### src/rtl/axi4_lite_regfile_slave.sv
`default_nettype none
// ============================================================================
// Module   : axi4_lite_regfile_slave
// Purpose  : AXI4-Lite responder that maps a bank of 32-bit registers.
//            AW and W are accepted independently, in either order; the write
//            commits once both halves are present. Byte strobes are honoured.
//            Register 0 is a read-only ID word; register 1 is also exported
//            on ctrl_q. Out-of-range or read-only writes, and out-of-range
//            reads, return SLVERR.
// Ports    : clk, rst             - clock, synchronous active-high reset
//            aw*/w*/b*            - AXI4-Lite write address/data/response
//            ar*/r*               - AXI4-Lite read address/data
//            ctrl_q               - current contents of register 1
// Revision : 1.0 - initial release
// ============================================================================
module axi4_lite_regfile_slave #(
  parameter int          ADDR_W   = 32,
  parameter int          NUM_REGS = 8,
  parameter logic [31:0] ID_VALUE = 32'hA11C_0001
) (
  input  logic              clk,
  input  logic              rst,
  input  logic [ADDR_W-1:0] awaddr,
  input  logic              awvalid,
  output logic              awready,
  input  logic [31:0]       wdata,
  input  logic [3:0]        wstrb,
  input  logic              wvalid,
  output logic              wready,
  output logic [1:0]        bresp,
  output logic              bvalid,
  input  logic              bready,
  input  logic [ADDR_W-1:0] araddr,
  input  logic              arvalid,
  output logic              arready,
  output logic [31:0]       rdata,
  output logic [1:0]        rresp,
  output logic              rvalid,
  input  logic              rready,
  output logic [31:0]       ctrl_q
);

  localparam logic [1:0] c_resp_okay   = 2'b00;
  localparam logic [1:0] c_resp_slverr = 2'b10;

  // Register index compare is done at 64 bits so that any ADDR_W up to 66
  // and any NUM_REGS compare without truncation.
  function automatic logic addr_in_range(input logic [ADDR_W-1:0] a);
    return 64'(a[ADDR_W-1:2]) < 64'(NUM_REGS);
  endfunction

  function automatic logic addr_is_idx(input logic [ADDR_W-1:0] a, input int i);
    return 64'(a[ADDR_W-1:2]) == 64'(i);
  endfunction

  // Register 0 is a constant, so only 1..NUM_REGS-1 are storage.
  logic [31:0]       regs_q [1:NUM_REGS-1];
  logic [31:0]       regs_d [1:NUM_REGS-1];

  logic              aw_held_q, aw_held_d;
  logic [ADDR_W-1:0] awaddr_q, awaddr_d;
  logic              w_held_q, w_held_d;
  logic [31:0]       wdata_q, wdata_d;
  logic [3:0]        wstrb_q, wstrb_d;
  logic              bvalid_q, bvalid_d;
  logic [1:0]        bresp_q, bresp_d;
  logic              rvalid_q, rvalid_d;
  logic [31:0]       rdata_q, rdata_d;
  logic [1:0]        rresp_q, rresp_d;

  logic              aw_hs, w_hs, ar_hs, commit;
  logic [ADDR_W-1:0] wr_addr;
  logic [31:0]       wr_data;
  logic [3:0]        wr_strb;
  logic [31:0]       rd_val;
  logic              unused_addr_lsbs;

  assign awready = !rst && !aw_held_q && !bvalid_q;
  assign wready  = !rst && !w_held_q && !bvalid_q;
  assign arready = !rst && !rvalid_q;

  assign bvalid = bvalid_q;
  assign bresp  = bresp_q;
  assign rvalid = rvalid_q;
  assign rdata  = rdata_q;
  assign rresp  = rresp_q;
  assign ctrl_q = regs_q[1];

  // Byte offset within a word carries no meaning for this register bank.
  assign unused_addr_lsbs = ^{wr_addr[1:0], araddr[1:0]};

  always_comb begin
    aw_hs = awvalid && awready;
    w_hs  = wvalid && wready;
    ar_hs = arvalid && arready;

    // A half arriving on the commit edge is used directly, not via its latch.
    wr_addr = aw_hs ? awaddr : awaddr_q;
    wr_data = w_hs  ? wdata  : wdata_q;
    wr_strb = w_hs  ? wstrb  : wstrb_q;
    commit  = (aw_held_q || aw_hs) && (w_held_q || w_hs);

    regs_d    = regs_q;
    aw_held_d = aw_held_q;
    awaddr_d  = awaddr_q;
    w_held_d  = w_held_q;
    wdata_d   = wdata_q;
    wstrb_d   = wstrb_q;
    bvalid_d  = bvalid_q;
    bresp_d   = bresp_q;
    rvalid_d  = rvalid_q;
    rdata_d   = rdata_q;
    rresp_d   = rresp_q;

    // ---------------- write path ----------------
    if (aw_hs) begin
      aw_held_d = 1'b1;
      awaddr_d  = awaddr;
    end
    if (w_hs) begin
      w_held_d = 1'b1;
      wdata_d  = wdata;
      wstrb_d  = wstrb;
    end
    if (bvalid_q && bready) begin
      bvalid_d = 1'b0;
    end
    if (commit) begin
      aw_held_d = 1'b0;
      w_held_d  = 1'b0;
      bvalid_d  = 1'b1;
      bresp_d   = (addr_in_range(wr_addr) && !addr_is_idx(wr_addr, 0))
                  ? c_resp_okay : c_resp_slverr;
      for (int i = 1; i < NUM_REGS; i++) begin
        if (addr_is_idx(wr_addr, i)) begin
          for (int b = 0; b < 4; b++) begin
            if (wr_strb[b]) begin
              regs_d[i][8*b +: 8] = wr_data[8*b +: 8];
            end
          end
        end
      end
    end

    // ---------------- read path ----------------
    // Reads sample regs_q, so a same-edge write commit is not yet visible.
    rd_val = '0;
    if (addr_is_idx(araddr, 0)) begin
      rd_val = ID_VALUE;
    end
    for (int i = 1; i < NUM_REGS; i++) begin
      if (addr_is_idx(araddr, i)) begin
        rd_val = regs_q[i];
      end
    end

    if (rvalid_q && rready) begin
      rvalid_d = 1'b0;
    end
    if (ar_hs) begin
      rvalid_d = 1'b1;
      rdata_d  = rd_val;
      rresp_d  = addr_in_range(araddr) ? c_resp_okay : c_resp_slverr;
    end
  end

  always_ff @(posedge clk) begin
    if (rst) begin
      for (int i = 1; i < NUM_REGS; i++) begin
        regs_q[i] <= '0;
      end
      aw_held_q <= 1'b0;
      awaddr_q  <= '0;
      w_held_q  <= 1'b0;
      wdata_q   <= '0;
      wstrb_q   <= '0;
      bvalid_q  <= 1'b0;
      bresp_q   <= c_resp_okay;
      rvalid_q  <= 1'b0;
      rdata_q   <= '0;
      rresp_q   <= c_resp_okay;
    end else begin
      regs_q    <= regs_d;
      aw_held_q <= aw_held_d;
      awaddr_q  <= awaddr_d;
      w_held_q  <= w_held_d;
      wdata_q   <= wdata_d;
      wstrb_q   <= wstrb_d;
      bvalid_q  <= bvalid_d;
      bresp_q   <= bresp_d;
      rvalid_q  <= rvalid_d;
      rdata_q   <= rdata_d;
      rresp_q   <= rresp_d;
    end
  end

endmodule
`default_nettype wire

### config.mk
export PLATFORM = sky130hd
export DESIGN_NAME = axi4_lite_regfile_slave
export DESIGN_NICKNAME = d
export VERILOG_FILES = /design/src/rtl/axi4_lite_regfile_slave.sv
export SDC_FILE = /design/constraint.sdc
export NUM_CORES = 1
export LEC_CHECK = 0
export CAP_MARGIN = 25
export CORE_MARGIN = 2
export CORE_UTILIZATION = 56
export DETAILED_ROUTE_END_ITERATION = 6
export PLACE_DENSITY_LB_ADDON = 0.25
export SLEW_MARGIN = 20
export SYNTH_ARGS = -nofsm -noshare
export SYNTH_HDL_FRONTEND = slang
export SYNTH_SLANG_ARGS = --single-unit
### constraint.sdc
create_clock -name clk -period 2.7 [get_ports clk]
set_input_delay 0.405 -clock clk [delete_from_list [all_inputs] [get_ports clk]]
set_output_delay 0.405 -clock clk [all_outputs]
set_load 0.005 [all_outputs]
==> results of run 1 <==
-- metal layers --
layer	track usage, %	up-vias
li1	-	5729
met1	34.8	5699
met2	47.6	325
met3	4.28	76
met4	8.96	0
met5	0	-
-- cell usage after synthesis (18+ instances only) --
master and count:
dfxtp_1 328, o221ai_1 26, nor2b_1 25, nand4_4 20, buf_4 42, nand2_1 165
nor3_1 18, o22ai_1 26, mux2i_1 252, o21ai_0 39, clkbuf_1 88, inv_1 39
nor2_1 50, nand2b_1 226, nor4_1 25, a21o_1 32, a21oi_1 60
-- stage by stage --
stage,instances,total power [uW],util [%]
floorplan,1591,5630,-
finish,2085,11000,69.2
CTS,2085,11000,69.2
global route,2085,11300,69.2
detailed placement,2024,6050,64.7
global placement,2024,6030,64.7
-- kinds of logic after synthesis --
| kind of cell | after synthesis | synth area share, % |
|---|---|---|
| compound gates | 253 | 11.2 |
| buf+inv | 179 | 5.66 |
| flops | 328 | 43.5 |
| mux | 257 | 17.1 |
| other cells | 1 | 0.0248 |
| simple gates | 572 | 22.5 |
-- state kept, by name, summed over array words and instances, names as in the netlist --
register	cells
bvalid	1
regs_q	192
wstrb_q	4
aw_held_q	1
rdata	32
rresp	1
awaddr_q	30
wdata_q	32
rvalid	1
ctrl_q	32
w_held_q	1
bresp	1
-- critical path, stage by stage (launching register included) --
cell,delay (ns)
dfxtp_1,0.49
or4b_4,0.24
buf_4,0.31
nand4_1,0.22
a21oi_4,0.29
buf_12,0.25
nand4_4,0.30
mux2i_1,0.26
-- where the power goes --
group / switching (uW) / leakage (uW) / internal (uW)
clock: 1910 / 0.000598 / 3110
sequential: 33.9 / 0.00265 / 4910
combinational: 566 / 0.00510 / 443
total: 2520 / 0.00835 / 8450
-- area by class of cell --
cell class / instances / area (um^2) / area share [%]
multi-input combinational: 1084 / 7720 / 41.7
clock buffer: 52 / 1060 / 5.74
inverter: 39 / 146 / 0.791
timing repair buffer: 232 / 2440 / 13.2
tap: 341 / 427 / 2.31
sequential: 328 / 6570 / 35.5
clock inverter: 9 / 149 / 0.805
-- worst min-delay path by stage --
stage / start / endpoint / slack [ns]
2_1_floorplan: awaddr_q[13] / awaddr_q[13] / 0.44
3_3_place_gp: rdata[9] / rdata[9] / 0.44
3_5_place_dp: rdata[24] / rdata[24] / 0.44
4_1_cts: rst / awaddr_q[30] / 0.18
5_1_grt: rst / awaddr_q[30] / 0.19
6_report: rst / awaddr_q[30] / 0.20
==> key figures, run 1 <==
Placed design
  • Port Buffers: 173
  • HPWL after DPL: 25200 um
  • Gp weighted congestion: 0.796
  • Placed Area: 0.0173 mm^2
  • Place WS: -0.165 ns

Finish
  • Post-route cell area: 0.0185 mm^2
  • Area Overhead vs Synth: 22.5%
  • Leading cell type in the layout, fill and taps excluded: dfxtp_1
  • Fraction of final layout cells sized beyond drive strength 1: 9.23%
  • Number of inserted diodes: 0
  • Fill count: 2054
  • Commonest cells after routing, fill and taps aside: 328 x dfxtp_1, 252 x mux2i_1, 226 x nand2b_1, 169 x clkdlybuf4s50_1, 165 x nand2_1
  • Final nets: 1828

Detailed routing
  • Vias: 11800
  • Wirelength per Cell: 18.8 um
  • Vias per cell: 5.67
  • Final ANT Viol Nets: 0
  • Drt first pass iters: 5
  • Met3 wire length: 2030 um
  • Drt initial violations: 804
  • WL met2: 19000 um
  • Drc violations: 0
  • Total Wirelength: 39300 um
  • Max Used Layer: met4
  • WL met1: 17200 um

Power and ir drop
  • Max VDD drop: 0.430 mV
  • Lkg Pwr: 0.00835 uW
  • PD cells: 593 mW/mm^2

Logic synthesis
  • Yosys Warn Count: 0
  • Synth Flop Type: dfxtp_1
  • Syn avg cell area: 9.50 um^2
  • Register area share after synthesis: 43.5%
  • Synth top area cells: dfxtp_1 43%, mux2i_1 17%, nand2b_1 9.4%, nand2_1 4.1%, nand4_4 2.8%
  • Synth async-reset ratio: 0%
  • Post-synthesis cell area: 0.0151 mm^2
  • Cell variety after synth: 47
  • Synth top area share: 43.5%
  • Post-synth EDFFs: 0
  • Synthesized instance count: 1590
  • Cell accounting for the most synthesized area: dfxtp_1
  • Flops & latches, synth: 328

Clock tree
  • Root Driver: clkbuf_16
  • Worst-skew pair later-pin latency: 0.51 ns
  • Post-CTS Repair Setup Buffers: 0
  • Hold_buf cts: 0
  • Post-CTS sizing: 0
  • CTS buffer count: 36
  • Clk slew on worst S/H paths: 0.06 ns
  • CTS tree: yes
  • Clock sinks: 328
  • Clock Path Buffers: 3
  • H-tree depth: 2

Timing
  • Fin crit share: 91.1%
  • Rel. slew slack: 43.6%
  • # setup viols final: 0
  • Worst slew pin tran: 0.845 ns
  • Final Hold Fails: 0
  • Clock Skews: 0.0122 ns
  • Hold WS: 0.198 ns
  • RSZ-0062 raised after global routing: false
  • Setup TNS: 0 ns
  • Post-route setup slack: 0.241 ns
  • Fmax: 407 MHz
  • Slew Limit Fails: 0
  • Period minus WS final: 2.46 ns

Worst setup path
  • Worst path required time: 3.13 ns
  • Worst Setup SP: bvalid
  • Crit path capture: regs_q[2]
  • Crit path max fanout: 32
  • Reg2Reg Depth: 7
  • Setup crit end kind: flop
  • CP arrival: 2.89 ns
  • Worst reg2reg path startpoint: bvalid
  • RR Endpoint: regs_q[2]
  • Setup crit start kind: flop
  • Critical path class: flop to flop
  • R2r setup slk: 0.24 ns

GRT
  • Total track usage: 27.4%
  • Number of antenna violations at the first check in global routing: 0
  • First-pass GRT wire length: 62100 um
  • Largest net degree at the start of global routing: 167
  • Number of global-route vias before repair: 11900
  • Grt ovf: 0

Floorplan
  • Die area: 0.0283 mm^2
  • Chip height: 168 um
  • Chip width: 168 um
  • Initial Util: 56.5%
  • Number of top-level pins: 180
  • Core Area: 0.0267 mm^2
  • Number of cell rows: 60

Hold path
  • Worst hold stages: 2
  • Hold Crit Class: input pin to flop

Flow run
  • Max cap viols: 0

Run status
  • Status: completed
Note: power is estimated with default switching activity, not from simulation.
==> run 2: changes to the inputs <==
--- a/config.mk
+++ b/config.mk
@@ -6,7 +6,6 @@
 export NUM_CORES = 1
 export LEC_CHECK = 0
 export CAP_MARGIN = 25
-export CORE_MARGIN = 2
 export CORE_UTILIZATION = 56
 export DETAILED_ROUTE_END_ITERATION = 6
 export PLACE_DENSITY_LB_ADDON = 0.25
==> key figures, run 2 (synthesized netlist as in run 1, its figures left out) <==
GRT
  • Grt ovf: 0 (unchanged)
  • Largest net degree at the start of global routing: 221 (+32%)
  • First-pass GRT wire length: 61900 um (-0.41%)
  • Total track usage: 27.6% (+0.21 points)
  • Number of antenna violations at the first check in global routing: 0 (unchanged)
  • Number of global-route vias before repair: 12000 (+0.99%)

Floorplan
  • Core Area: 0.0263 mm^2 (-1.7%)
  • Chip width: 166 um (-1.2%)
  • Initial Util: 57.5% (+0.96 points)
  • Number of cell rows: 59 (-1.7%)
  • Number of top-level pins: 180 (unchanged)
  • Chip height: 166 um (-1.2%)
  • Die area: 0.0276 mm^2 (-2.4%)

Clock tree
  • Clock sinks: 328 (unchanged)
  • Hold_buf cts: 0 (unchanged)
  • Worst-skew pair later-pin latency: 0.51 ns (about the same)
  • CTS tree: yes
  • CTS buffer count: 35 (-2.8%)
  • Clock Path Buffers: 3 (unchanged)
  • Clk slew on worst S/H paths: 0.06 ns (about the same)
  • Post-CTS Repair Setup Buffers: 0 (unchanged)
  • Root Driver: clkbuf_16
  • H-tree depth: 2 (unchanged)
  • Post-CTS sizing: 0 (unchanged)

Power and ir drop
  • Lkg Pwr: 0.00828 uW (-0.84%)
  • Internal Power: 8260 uW (-2.3%)
  • PD cells: 586 mW/mm^2 (-1.1%)
  • Sequential share of power: 45.9% (+0.9 points)
  • Combinational cell fraction of total power: 9.3% (about the same)
  • Psw: 2500 uW (-0.46%)
  • Clock share of power: 44.8% (-1.0 points)
  • Switching share of power: 23.3% (+0.34 points)
  • Max VDD drop: 0.489 mV (+14%)

Worst setup path
  • Critical path class: flop to flop
  • Setup crit start kind: flop
  • Worst path required time: 3.13 ns (about the same)
  • Setup crit end kind: flop
  • CP arrival: 2.83 ns (-0.06 ns)
  • Crit path max fanout: 12 (-63%)

Timing
  • Fmax: 416 MHz (+2.2%)
  • Post-route setup slack: 0.293 ns (+0.0523 ns)
  • RSZ-0062 raised after global routing: false
  • Worst slew pin tran: 0.833 ns (-0.0112 ns)
  • Slew Limit Fails: 0 (unchanged)
  • Fin crit share: 89.1% (-1.9 points)
  • Rel. slew slack: 44.2% (+0.66 points)
  • # setup viols final: 0 (unchanged)
  • Setup TNS: 0 ns (unchanged)
  • Period minus WS final: 2.41 ns (-0.0523 ns)
  • Final Hold Fails: 0 (unchanged)
  • Clock Skews: 0.0146 ns (+0.00233 ns)

Run status
  • Failing checks: DRC
  • Status: complete, but fails checks

Detailed routing
  • Total Wirelength: 38600 um (-1.8%)
  • Wirelength per Cell: 18.6 um (-1.1%)
  • Vias per cell: 5.76 (+1.5%)
  • Drt initial violations: 760 (-5.5%)
  • Vias: 11900 (+0.74%)
  • Drt first pass iters: 7 (+2)
  • Drc violations: 15 (+15)
  • Final ANT Viol Nets: 0 (unchanged)

Finish
  • Number of inserted diodes: 0 (unchanged)
  • Final nets: 1821 (-0.38%)
  • Leading cell type in the layout, fill and taps excluded: dfxtp_1
  • Max reg flops: 192 (unchanged)
  • Commonest cells after routing, fill and taps aside: 328 x dfxtp_1, 252 x mux2i_1, 226 x nand2b_1, 169 x clkdlybuf4s50_1, 165 x nand2_1
  • Fraction of final layout cells sized beyond drive strength 1: 8.70% (-0.53 points)
  • Top reg by flops: regs_q
  • Area Overhead vs Synth: 21.6%
  • Fill count: 2054 (unchanged)

Placed design
  • Gp weighted congestion: 0.826 (+3.8%)
  • Place WS: -0.128 ns (+0.0371 ns)
  • Port Buffers: 173 (unchanged)
  • HPWL after DPL: 24300 um (-3.4%)

Flow run
  • Max cap viols: 0 (unchanged)

Hold path
  • Hold Crit Class: input pin to flop
-- run 2: power by group through the flow --
stage / Clock, uW / Sequential [uW] / Combinational (uW)
after CTS: 4850 / 4940 / 999
after detailed placement: 0 / 5050 / 994
after global routing: 5080 / 4940 / 1070
after global placement: 0 / 5040 / 983
after floorplan: 0 / 5040 / 591
final: 4820 / 4940 / 1000
-- run 2: worst max-delay path, cell delays in order, from the launching register on --
cell and delay (ns):
dfxtp_1 0.40, or4b_4 0.69, mux2i_1 0.21, a21oi_1 0.18, buf_4 0.18, nand4_2 0.37, mux2i_1 0.28
-- run 2: final cells by class --
| cell class | count | area [um^2] | share of cell area, % |
|---|---|---|---|
| inverters | 39 | 146 | 0.797 |
| clock inverters | 5 | 93.8 | 0.511 |
| repair buffers | 226 | 2350 | 12.8 |
| multi-input cells | 1084 | 7710 | 42.0 |
| flip-flops and latches | 328 | 6570 | 35.8 |
| well taps | 335 | 419 | 2.28 |
| clock buffers | 53 | 1060 | 5.80 |
-- run 2: through the flow --
step	hold slack (ns)	power (uW)	std cells	cell area, um^2	utilization [%]
after floorplan	0.436	5630	1591	15100	-
after global placement	0.440	6030	2012	17200	65.4
after detailed placement	0.442	6040	2012	17200	65.4
after CTS	0.392	10800	2070	18400	69.9
after global routing	0.424	11100	2070	18400	69.9
final	0.408	10800	2070	18400	69.9
-- run 2: metal layers --
metal	GRT usage (%)	vias up	part of all wire (%)
li1	-	5721	-
met2	49.6	322	49
met1	34.6	5815	44
met3	3.62	59	5.1
met4	7.49	0	2.0
met5	0	-	0
-- run 2: worst paths after layout --
check	to	slack, ns	cells past startpoint	start
hold / removal	rdata[29]	0.41	4	araddr[2]
hold reg to reg	rdata[9]	0.45	2	rdata[9]
setup reg to reg	regs_q[14]	0.29	6	bvalid
setup / recovery	regs_q[14]	0.29	6	bvalid
